--- src/rtl/accu_m_diff_if.sv ---
// Bus interface for accu_m_diff: sample input side and recovered-increment outputs.
// The optional chk_err signal exists only when ACCU_M_DIFF_CHK_EN is defined.
interface accu_m_diff_if #(
   parameter int W = 7
);
   logic         en;
   logic         clr;
   logic [W-1:0] x;
   logic [W-1:0] d;
   logic         d_valid;
   logic         step_err;
   logic         range_err;
   logic         primed;
`ifdef ACCU_M_DIFF_CHK_EN
   logic         chk_err;

   modport master (output en, clr, x,
                   input  d, d_valid, step_err, range_err, primed, chk_err);
   modport slave  (input  en, clr, x,
                   output d, d_valid, step_err, range_err, primed, chk_err);
`else
   modport master (output en, clr, x,
                   input  d, d_valid, step_err, range_err, primed);
   modport slave  (input  en, clr, x,
                   output d, d_valid, step_err, range_err, primed);
`endif
endinterface

--- src/rtl/accu_m_diff.sv ---
// accu_m_diff: recovers the per-step increment d = (x[n] - x[n-1]) mod M from a
// stream of modulo-M accumulated samples, with range and step-limit checking.
// Optional macro ACCU_M_DIFF_CHK_EN adds a shadow accumulator self-test (chk_err).
module accu_m_diff #(
   parameter int M    = 100,
   parameter int DMAX = M - 1
) (
   input  logic         clk,
   input  logic         rst,
   accu_m_diff_if.slave bus
);
   localparam int         W      = $clog2(M);
   localparam logic [W:0] M_W    = (W+1)'(M);
   localparam logic [W:0] DMAX_W = (W+1)'(DMAX);

   localparam logic [0:0] S_EMPTY  = 1'b0;
   localparam logic [0:0] S_PRIMED = 1'b1;

   logic [0:0]   state;
   logic [W-1:0] prev;
   logic [W-1:0] d_q;
   logic         d_valid_q;
   logic         step_err_q;
   logic         range_err_q;
   logic         primed_q;

   logic         in_range;
   logic [W:0]   x_ext;
   logic [W:0]   prev_ext;
   logic [W:0]   diff;

   assign in_range = ({1'b0, bus.x} < M_W);

   // Modular difference in W+1 bits so x + M - prev never wraps through 2^W.
   always_comb begin
      // NOTE: every combinational output is assigned before any branch, so no latch can be inferred.
      x_ext    = {1'b0, bus.x};
      prev_ext = {1'b0, prev};
      diff     = x_ext - prev_ext;
      if (x_ext < prev_ext) diff = x_ext + M_W - prev_ext;
   end

   // Priming FSM, reference sample, registered increment and status flags.
   always_ff @(posedge clk or negedge rst) begin
      if (!rst) begin
         state       <= S_EMPTY;
         prev        <= '0;
         d_q         <= '0;
         d_valid_q   <= 1'b0;
         step_err_q  <= 1'b0;
         range_err_q <= 1'b0;
         primed_q    <= 1'b0;
      end else begin
         // NOTE: state updates use non-blocking assignments so every register samples pre-edge values.
         d_valid_q  <= 1'b0;
         step_err_q <= 1'b0;
         if (bus.clr) begin
            // Restart wins over a simultaneous sample; d keeps its last value.
            state       <= S_EMPTY;
            primed_q    <= 1'b0;
            range_err_q <= 1'b0;
         end else if (bus.en) begin
            if (!in_range) begin
               // Out-of-range samples are dropped; only the sticky flag records them.
               range_err_q <= 1'b1;
            end else if (state == S_EMPTY) begin
               prev     <= bus.x;
               state    <= S_PRIMED;
               primed_q <= 1'b1;
            end else begin
               prev       <= bus.x;
               d_q        <= diff[W-1:0];
               d_valid_q  <= 1'b1;
               step_err_q <= (diff > DMAX_W);
            end
         end
      end
   end

   assign bus.d         = d_q;
   assign bus.d_valid   = d_valid_q;
   assign bus.step_err  = step_err_q;
   assign bus.range_err = range_err_q;
   assign bus.primed    = primed_q;

`ifdef ACCU_M_DIFF_CHK_EN
   logic [W-1:0] shadow;
   logic [W:0]   shadow_sum;
   logic         chk_err_q;

   // Shadow accumulator re-integrates the recovered increment modulo M.
   always_comb begin
      shadow_sum = {1'b0, shadow} + diff;
      if (shadow_sum >= M_W) shadow_sum = shadow_sum - M_W;
   end

   // Load shadow on priming, advance it per increment, flag any disagreement with x.
   always_ff @(posedge clk or negedge rst) begin
      if (!rst) begin
         shadow    <= '0;
         chk_err_q <= 1'b0;
      end else if (bus.clr) begin
         chk_err_q <= 1'b0;
      end else if (bus.en && in_range) begin
         if (state == S_EMPTY) begin
            shadow <= bus.x;
         end else begin
            shadow <= shadow_sum[W-1:0];
            if (shadow_sum[W-1:0] != bus.x) chk_err_q <= 1'b1;
         end
      end
   end

   assign bus.chk_err = chk_err_q;
`endif

endmodule
--- src/flat_wrapper.sv ---
// flat-port wrapper written by rule: the top's interface ports become plain ports
module accu_m_diff_flat 
#(
   parameter int M    = 100,
   parameter int DMAX = M - 1
)
  (clk, rst, bus_en, bus_clr, bus_x, bus_d, bus_d_valid, bus_step_err, bus_range_err, bus_primed);
  accu_m_diff_if bus_i ();
  input  logic clk;
  input  logic rst;
  input wire logic [$bits(bus_i.en)-1:0] bus_en;
  input wire logic [$bits(bus_i.clr)-1:0] bus_clr;
  input wire logic [$bits(bus_i.x)-1:0] bus_x;
  output wire logic [$bits(bus_i.d)-1:0] bus_d;
  output wire logic [$bits(bus_i.d_valid)-1:0] bus_d_valid;
  output wire logic [$bits(bus_i.step_err)-1:0] bus_step_err;
  output wire logic [$bits(bus_i.range_err)-1:0] bus_range_err;
  output wire logic [$bits(bus_i.primed)-1:0] bus_primed;
  assign bus_i.en = bus_en;
  assign bus_i.clr = bus_clr;
  assign bus_i.x = bus_x;
  assign bus_d = bus_i.d;
  assign bus_d_valid = bus_i.d_valid;
  assign bus_step_err = bus_i.step_err;
  assign bus_range_err = bus_i.range_err;
  assign bus_primed = bus_i.primed;
  accu_m_diff #(.M(M), .DMAX(DMAX)) u_core (.clk(clk), .rst(rst), .bus(bus_i));
endmodule
--- config.mk ---
export PLATFORM = sky130hd
export DESIGN_NAME = accu_m_diff_flat
export DESIGN_NICKNAME = d
export VERILOG_FILES = /design/src/rtl/accu_m_diff_if.sv /design/src/rtl/accu_m_diff.sv /design/src/flat_wrapper.sv
export SDC_FILE = /design/constraint.sdc
export NUM_CORES = 1
export LEC_CHECK = 0
export ABC_CLOCK_PERIOD_IN_PS = 2680
export CORE_MARGIN = 2
export CORE_UTILIZATION = 45
export DETAILED_ROUTE_END_ITERATION = 16
export GPL_TIMING_DRIVEN = 0
export PLACE_DENSITY = 0.66
export SETUP_SLACK_MARGIN = 0.1
export SKIP_LAST_GASP = 1
export SYNTH_ARGS = -nofsm -noshare
export SYNTH_HDL_FRONTEND = slang
export SYNTH_SLANG_ARGS = --single-unit
--- constraint.sdc ---
create_clock -name clk -period 2.68 [get_ports clk]
set_input_delay 0.402 -clock clk [delete_from_list [all_inputs] [get_ports clk]]
set_output_delay 0.402 -clock clk [all_outputs]
set_load 0.005 [all_outputs]
After elaboration in Yosys (flattened, before gate mapping)
Index checks and enable logic that the tools add are counted.
{"block": "word_totals", "regBits": 19, "input_bits": 11, "output_inout_bits": 11, "wordCells": 42}
{"block": "classes", "addsub": 3, "order_cmp": 3, "eq_ne": 2, "muxes": 19, "bitwise": 1, "n_reduce_logical": 7}
{"cell": "$mux W1", "n": 18}
{"cell": "$add A7 B7 Y8 const B", "n": 1}
{"cell": "$gt A8 B7 Y1 const B", "n": 1}
{"cell": "$mux W8", "n": 1}
{"cell": "$sub A7 B7 Y8", "n": 1}
{"cell": "$sub A8 B7 Y8", "n": 1}
{"cell": "$lt A7 B7 Y1", "n": 1}
{"cell": "$lt A7 B7 Y1 const B", "n": 1}
{"cell": "$reduce_and A3 Y1", "n": 2}
{"cell": "$ne A2 B2 Y1 const B", "n": 2}
{"cell": "$reduce_and A2 Y1", "n": 2}
{"cell": "$reduce_and A4 Y1", "n": 1}
{"cell": "$reduce_bool A2 Y1", "n": 2}
{"cell": "$not A1 Y1", "n": 1}

Depth between registers and ports, before layout
{"block": "logic_depth", "depth_word": 8, "depth_mapped": 12}

Worst setup path after synthesis
OpenSTA, ideal clock, no wires.
{"block": "synth_path", "path_kind": "input to register", "startpoint": "input port bus_x[0]", "endpoint": "register u_core.step_err_q (netlist: u_core.bus.step_err)", "setup_ns": 0.122, "arrival_time_ns": 2.242, "required_ns": 2.558, "slack_ns": 0.317, "cell_stages": 12, "path_buffers": 0, "path_cell_list": "inv_1 ha_1 inv_1 ha_1 inv_1 fa_1 nand2b_1 a2111oi_2 o21a_1 o21a_1 o31ai_1 a32o_1"}
{"block": "synth_via", "elab_chain_cells": 8, "elab_cells_between_ends": 11, "cone_classes": "3 x add/sub; 3 x order compare; 5 x mux"}
{"element": "start: declaration", "line_no": "flat_wrapper.sv:13", "rtl": "input wire logic [$bits(bus_i.x)-1:0] bus_x;"}
{"element": "$add A7 B7 Y8", "line_no": "accu_m_diff.sv:40", "rtl": "if (x_ext < prev_ext) diff = x_ext + M_W - prev_ext;"}
{"element": "$sub A8 B7 Y8", "line_no": "accu_m_diff.sv:40"}
{"element": "$mux W8", "line_no": "accu_m_diff.sv:40"}
{"element": "$gt A8 B7 Y1", "line_no": "accu_m_diff.sv:74", "rtl": "step_err_q <= (diff > DMAX_W);"}
{"element": "$mux W1", "line_no": "accu_m_diff.sv:66", "rtl": "end else if (state == S_EMPTY) begin"}
{"element": "$mux W1 *", "line_no": "accu_m_diff.sv:63", "rtl": "if (!in_range) begin"}
{"element": "$mux W1 *", "line_no": "accu_m_diff.sv:62", "rtl": "end else if (bus.en) begin"}
{"element": "$mux W1 *", "line_no": "accu_m_diff.sv:57", "rtl": "if (bus.clr) begin"}
{"element": "end signal: assignment", "line_no": "accu_m_diff.sv:74"}
{"element": "end: declaration", "line_no": "accu_m_diff.sv:23", "rtl": "logic step_err_q;"}
Mark *: on every way between the ends. The rest lies on a longest branch, timed or not.
A chain may end at the register's enable or synchronous reset.

Worst setup path in the final report
{"block": "layout_path", "startpoint": "input port bus_x[5]", "endpoint": "register u_core.step_err_q (netlist: u_core.bus.step_err)"}
The elaborated chain is that of the path after synthesis.

==> out/qor.txt <==
PLACE
----------------------------------------------------------------------------------
Number of buffer cells added on primary ports                                   21
Pre-CTS WS                                                                 -534 ps
Final HPWL from detailed placement                                         2500 um
Cell area after placement                                                 1730 um2
Final weighted congestion of routability-driven global placement             0.833

FINAL LAYOUT
----------------------------------------------------------------------------------
Antenna diode count                                                              0
Signed area change from the synthesized netlist to the final layout          29.9%
Layout Nets                                                                    220
Filler Cell Count                                                              277
Final design instance area without fill                                   1900 um2
Share of post-route cells with drive strength above 1                        18.1%

YOSYS
----------------------------------------------------------------------------------
Synthesized-area fraction occupied by ao, oa, aoi and oai cells              19.5%
Synth top area cells                                                  dfrtp_1 33%, ha_1 14%, inv_1 5.7%, fa_1 5.5%, o21ai_0 4.5%
Post-Synth Adder-Cell Area                                                   19.2%
Mean cell area of the mapped netlist                                      9.19 um2
Part of the Yosys area used for sequential elements                          32.5%
Top-count cell post-synth                                                    inv_1
Portion of synthesized cell area occupied by the leading cell type           32.5%
Nets in the synthesized netlist                                                190
Count of different cell masters after synthesis                                 37
Cell types with the highest counts after synthesis                    22 x inv_1, 19 x dfrtp_1, 16 x ha_1, 16 x nand2_1, 13 x o21ai_0
Count of warnings emitted by yosys                                               0
Post-synth EDFFs                                                                 0
Area of the mapped netlist                                                1460 um2
Synth Register Bits                                                             19
Synth async-reset ratio                                                       100%
Share of cell area taken by muxes after synthesis                            2.83%
Dominant register cell in the synthesized netlist                          dfrtp_1
Synthesized-area fraction occupied by xor and xnor cells                     4.20%
Main combinational cell family by area after synthesis                compound AO/OA/AOI/OAI gates
Cell count after synthesis                                                     159
Cell type with the highest aggregate area in the netlist                   dfrtp_1
Simple-gate share of the synthesized area                                    15.6%

GRT
----------------------------------------------------------------------------------
Total track usage                                                            19.2%
Pin count of the biggest net entering global routing                            20
First-pass GRT wire length                                                 5300 um
Vias in the first global route                                                1219
Total congestion overflow                                                        0
Number of antenna violations at the first check in global routing                0

CLOCKING
----------------------------------------------------------------------------------
Number of buffers created by CTS                                                 3
Bufs on Longest Clock Path                                                       2
Insertion delay of the later-clocked pin in the worst-skew pair             290 ps
Clock-pin slew on the worst setup and hold paths                            100 ps
CTS Root Buffer Type                                                      clkbuf_4
Clock Sinks                                                                     19
Post-CTS Hold Buffers                                                            0
H-tree levels                                                                    1
TritonCTS clock tree                                                         built

SETUP PATH
----------------------------------------------------------------------------------
Crit start category                                                   primary input
Crit-path cells                                                       clkdlybuf4s50_1 > inv_1 > ha_1 > and2b_1 > a211oi_1 > a311oi_1 > a311oi_1 > and3_1 > a32o_1
Slowest cell on the critical path                                     clkdlybuf4s50_1
WS Path Type                                                          primary input to flop
Crit Reg-Reg Startpoint                                               u_core.prev[1]
Maximum fanout along the worst path                                              8
Slack of the worst reg-to-reg path                                          240 ps
Slowest cell delay on critical path                                         540 ps
CP most frequent cell                                                     a311oi_1
CP endpoint kind                                                              flop
R2r worst-path depth                                                            11
Arrival time of data at the critical path endpoint                         2670 ps
CP Data Required Time                                                      2870 ps
Capturing point of the worst reg2reg path                             u_core.bus.step_err

ROUTE
----------------------------------------------------------------------------------
Drt first pass iters                                                             4
Total wirelength of the detailed-routed design                             3160 um
Routed wire length per instance                                            13.6 um
Drt initial violations                                                          40
Per-cell via count in the routed design                                       5.17
Antenna viol nets, final                                                         0
Via Count                                                                     1199
Drc violations                                                                   0

POWER
----------------------------------------------------------------------------------
Switching power                                                         0.000464 W
Sequential power share                                                       31.8%
Pwr dens                                                                647 nW/um2
Worst vdd rail ir drop                                                    0.316 mV
Clk network pwr share                                                        11.7%
Logic pwr share                                                              56.5%
Cell-internal power                                                     0.000764 W
Leak                                                                      0.871 nW
Switching part of the total power                                            37.8%

STA
----------------------------------------------------------------------------------
Fraction of the cycle the final worst path needs                             92.6%
Setup total negative slack                                                    0 ps
Worst Clk Skew                                                             2.43 ps
Number of hold-slack violations in the final timing report                       0
Worst rel slew slack                                                         42.3%
Peak Freq                                                                0.403 GHz
RSZ-0062 raised after global routing                                         false
Post-route worst setup slack                                                199 ps
Pins over their slew limit                                                       0
Shortest period the worst path allows                                      2480 ps
Slew @ Worst Pin                                                            862 ps
Number of setup violations in the final report                                   0

DIE
----------------------------------------------------------------------------------
Vertical die dimension                                                     61.0 um
Floorplan row count                                                             20
Die Wd                                                                     61.0 um
CORE AREA                                                                 3080 um2
Starting density of the core                                                 47.5%
# IOs                                                                           22
Die area                                                                  3720 um2

HOLD PATH
----------------------------------------------------------------------------------
Worst Hold Launch                                                         bus_x[2]
End point of the worst hold path                                      u_core.prev[2]
Hold Crit Depth                                                                  3
Classification of the worst-slack hold path                           primary input to flop

RUN
----------------------------------------------------------------------------------
Max-capacitance violation count                                                  0

OUTCOME
----------------------------------------------------------------------------------
Outcome                                                               finished clean

==> stage by stage <==
| stage | utilization [%] | hold WS, ps | total power [W] | instances |
|---|---|---|---|---|
| final | 61.7 | 405 | 0.00123 | 232 |
| after global routing | 61.7 | 418 | 0.00133 | 232 |
| after CTS | 60.2 | 489 | 0.00120 | 232 |
| after detailed placement | 56.1 | 464 | 0.00100 | 224 |
| after global placement | 56.1 | 463 | 0.000982 | 224 |
| after floorplan | - | 106 | 0.000776 | 159 |
==> state kept, by name, indices dropped and copies added, names as in the netlist <==
name                  flops
u_core.prev               7
u_core.bus.primed         1
u_core.bus.d_valid        1
u_core.bus.d              7
u_core.bus.range_err      1
u_core.state              1
u_core.bus.step_err       1
==> cell type report <==
cell class	count	area, um2	share of cell area (%)
Timing Repair Buffer	25	238	12.5
Tap cell	44	55.1	2.90
Clock buffer	4	26.3	1.38
Multi-Input combinational cell	116	1010	53.4
Inverter	22	82.6	4.35
Buffer	2	7.51	0.396
Sequential cell	19	475	25.0
==> metal layers <==
metal	GRT usage (%)	vias to the layer above	part of all wire (%)
met5	0	-	0
met4	4.35	0	1.5
met3	4.05	6	3.3
met2	34.4	27	52
met1	23.6	566	43
li1	-	600	-
==> how the worst max path moves through the flow <==
stage / startpoint / end / slack, ps
global placement: bus_x[2] / u_core.bus.step_err / -520
finish: bus_x[5] / u_core.bus.step_err / 200
floorplan: bus_x[0] / u_core.bus.step_err / 320
CTS: bus_x[3] / u_core.bus.step_err / 140
global route: u_core.prev[1] / u_core.bus.step_err / 80
detailed placement: bus_x[2] / u_core.bus.step_err / -530
==> cells by family after synthesis <==
family | count (synthesis)
simple gates | 44
compound gates | 41
xor+xnor | 7
flops | 19
mux | 4
fa+ha+maj | 20
buf+inv | 24
==> critical path, delay by kind of cell <==
family	cells	cell delay (ps)
AO/OA/AOI/OAI	4	760
buffers and inverters	2	610
AND/OR/NAND/NOR	2	460
adder cells (fa/ha/maj)	1	440
==> cells in the final DEF (no fill, tap or decap), types with 2 or more instances in the layout <==
| cell | instances |
|---|---|
| a21o_1 | 4 |
| a21oi_1 | 9 |
| a311oi_1 | 2 |
| and3_1 | 2 |
| buf_4 | 4 |
| clkbuf_1 | 3 |
| clkbuf_4 | 3 |
| clkdlybuf4s50_1 | 16 |
| dfrtp_1 | 19 |
| dlygate4sd2_1 | 2 |
| dlymetal6s2s_1 | 2 |
| fa_1 | 2 |
| fa_2 | 2 |
| ha_1 | 7 |
| ha_2 | 3 |
| ha_4 | 6 |
| inv_1 | 19 |
| inv_2 | 3 |
| mux2i_1 | 3 |
| nand2_1 | 16 |
| nand3_1 | 3 |
| nor2_1 | 9 |
| nor2b_1 | 2 |
| o21a_1 | 2 |
| o21ai_0 | 13 |
| o31ai_1 | 2 |
| xnor2_1 | 2 |
| xor2_1 | 5 |
==> what timing repair did <==
action / CTS / global route
hold endpoints to repair: 0 / 0
resized for setup: 16 / 11
setup endpoints to repair: 3 / 2
buffers inserted: 4 / 0
pin swaps: 9 / 2
==> power by group through the flow <==
stage | sequential, W | clock, W | combinational (W)
2_1_floorplan | 0.000397 | 0 | 0.000379
3_3_place_gp | 0.000392 | 0 | 0.000590
3_5_place_dp | 0.000396 | 0 | 0.000604
4_1_cts | 0.000389 | 0.000149 | 0.000664
5_1_grt | 0.000398 | 0.000162 | 0.000772
6_report | 0.000390 | 0.000144 | 0.000693
Note: power is estimated with default switching activity, not from simulation.
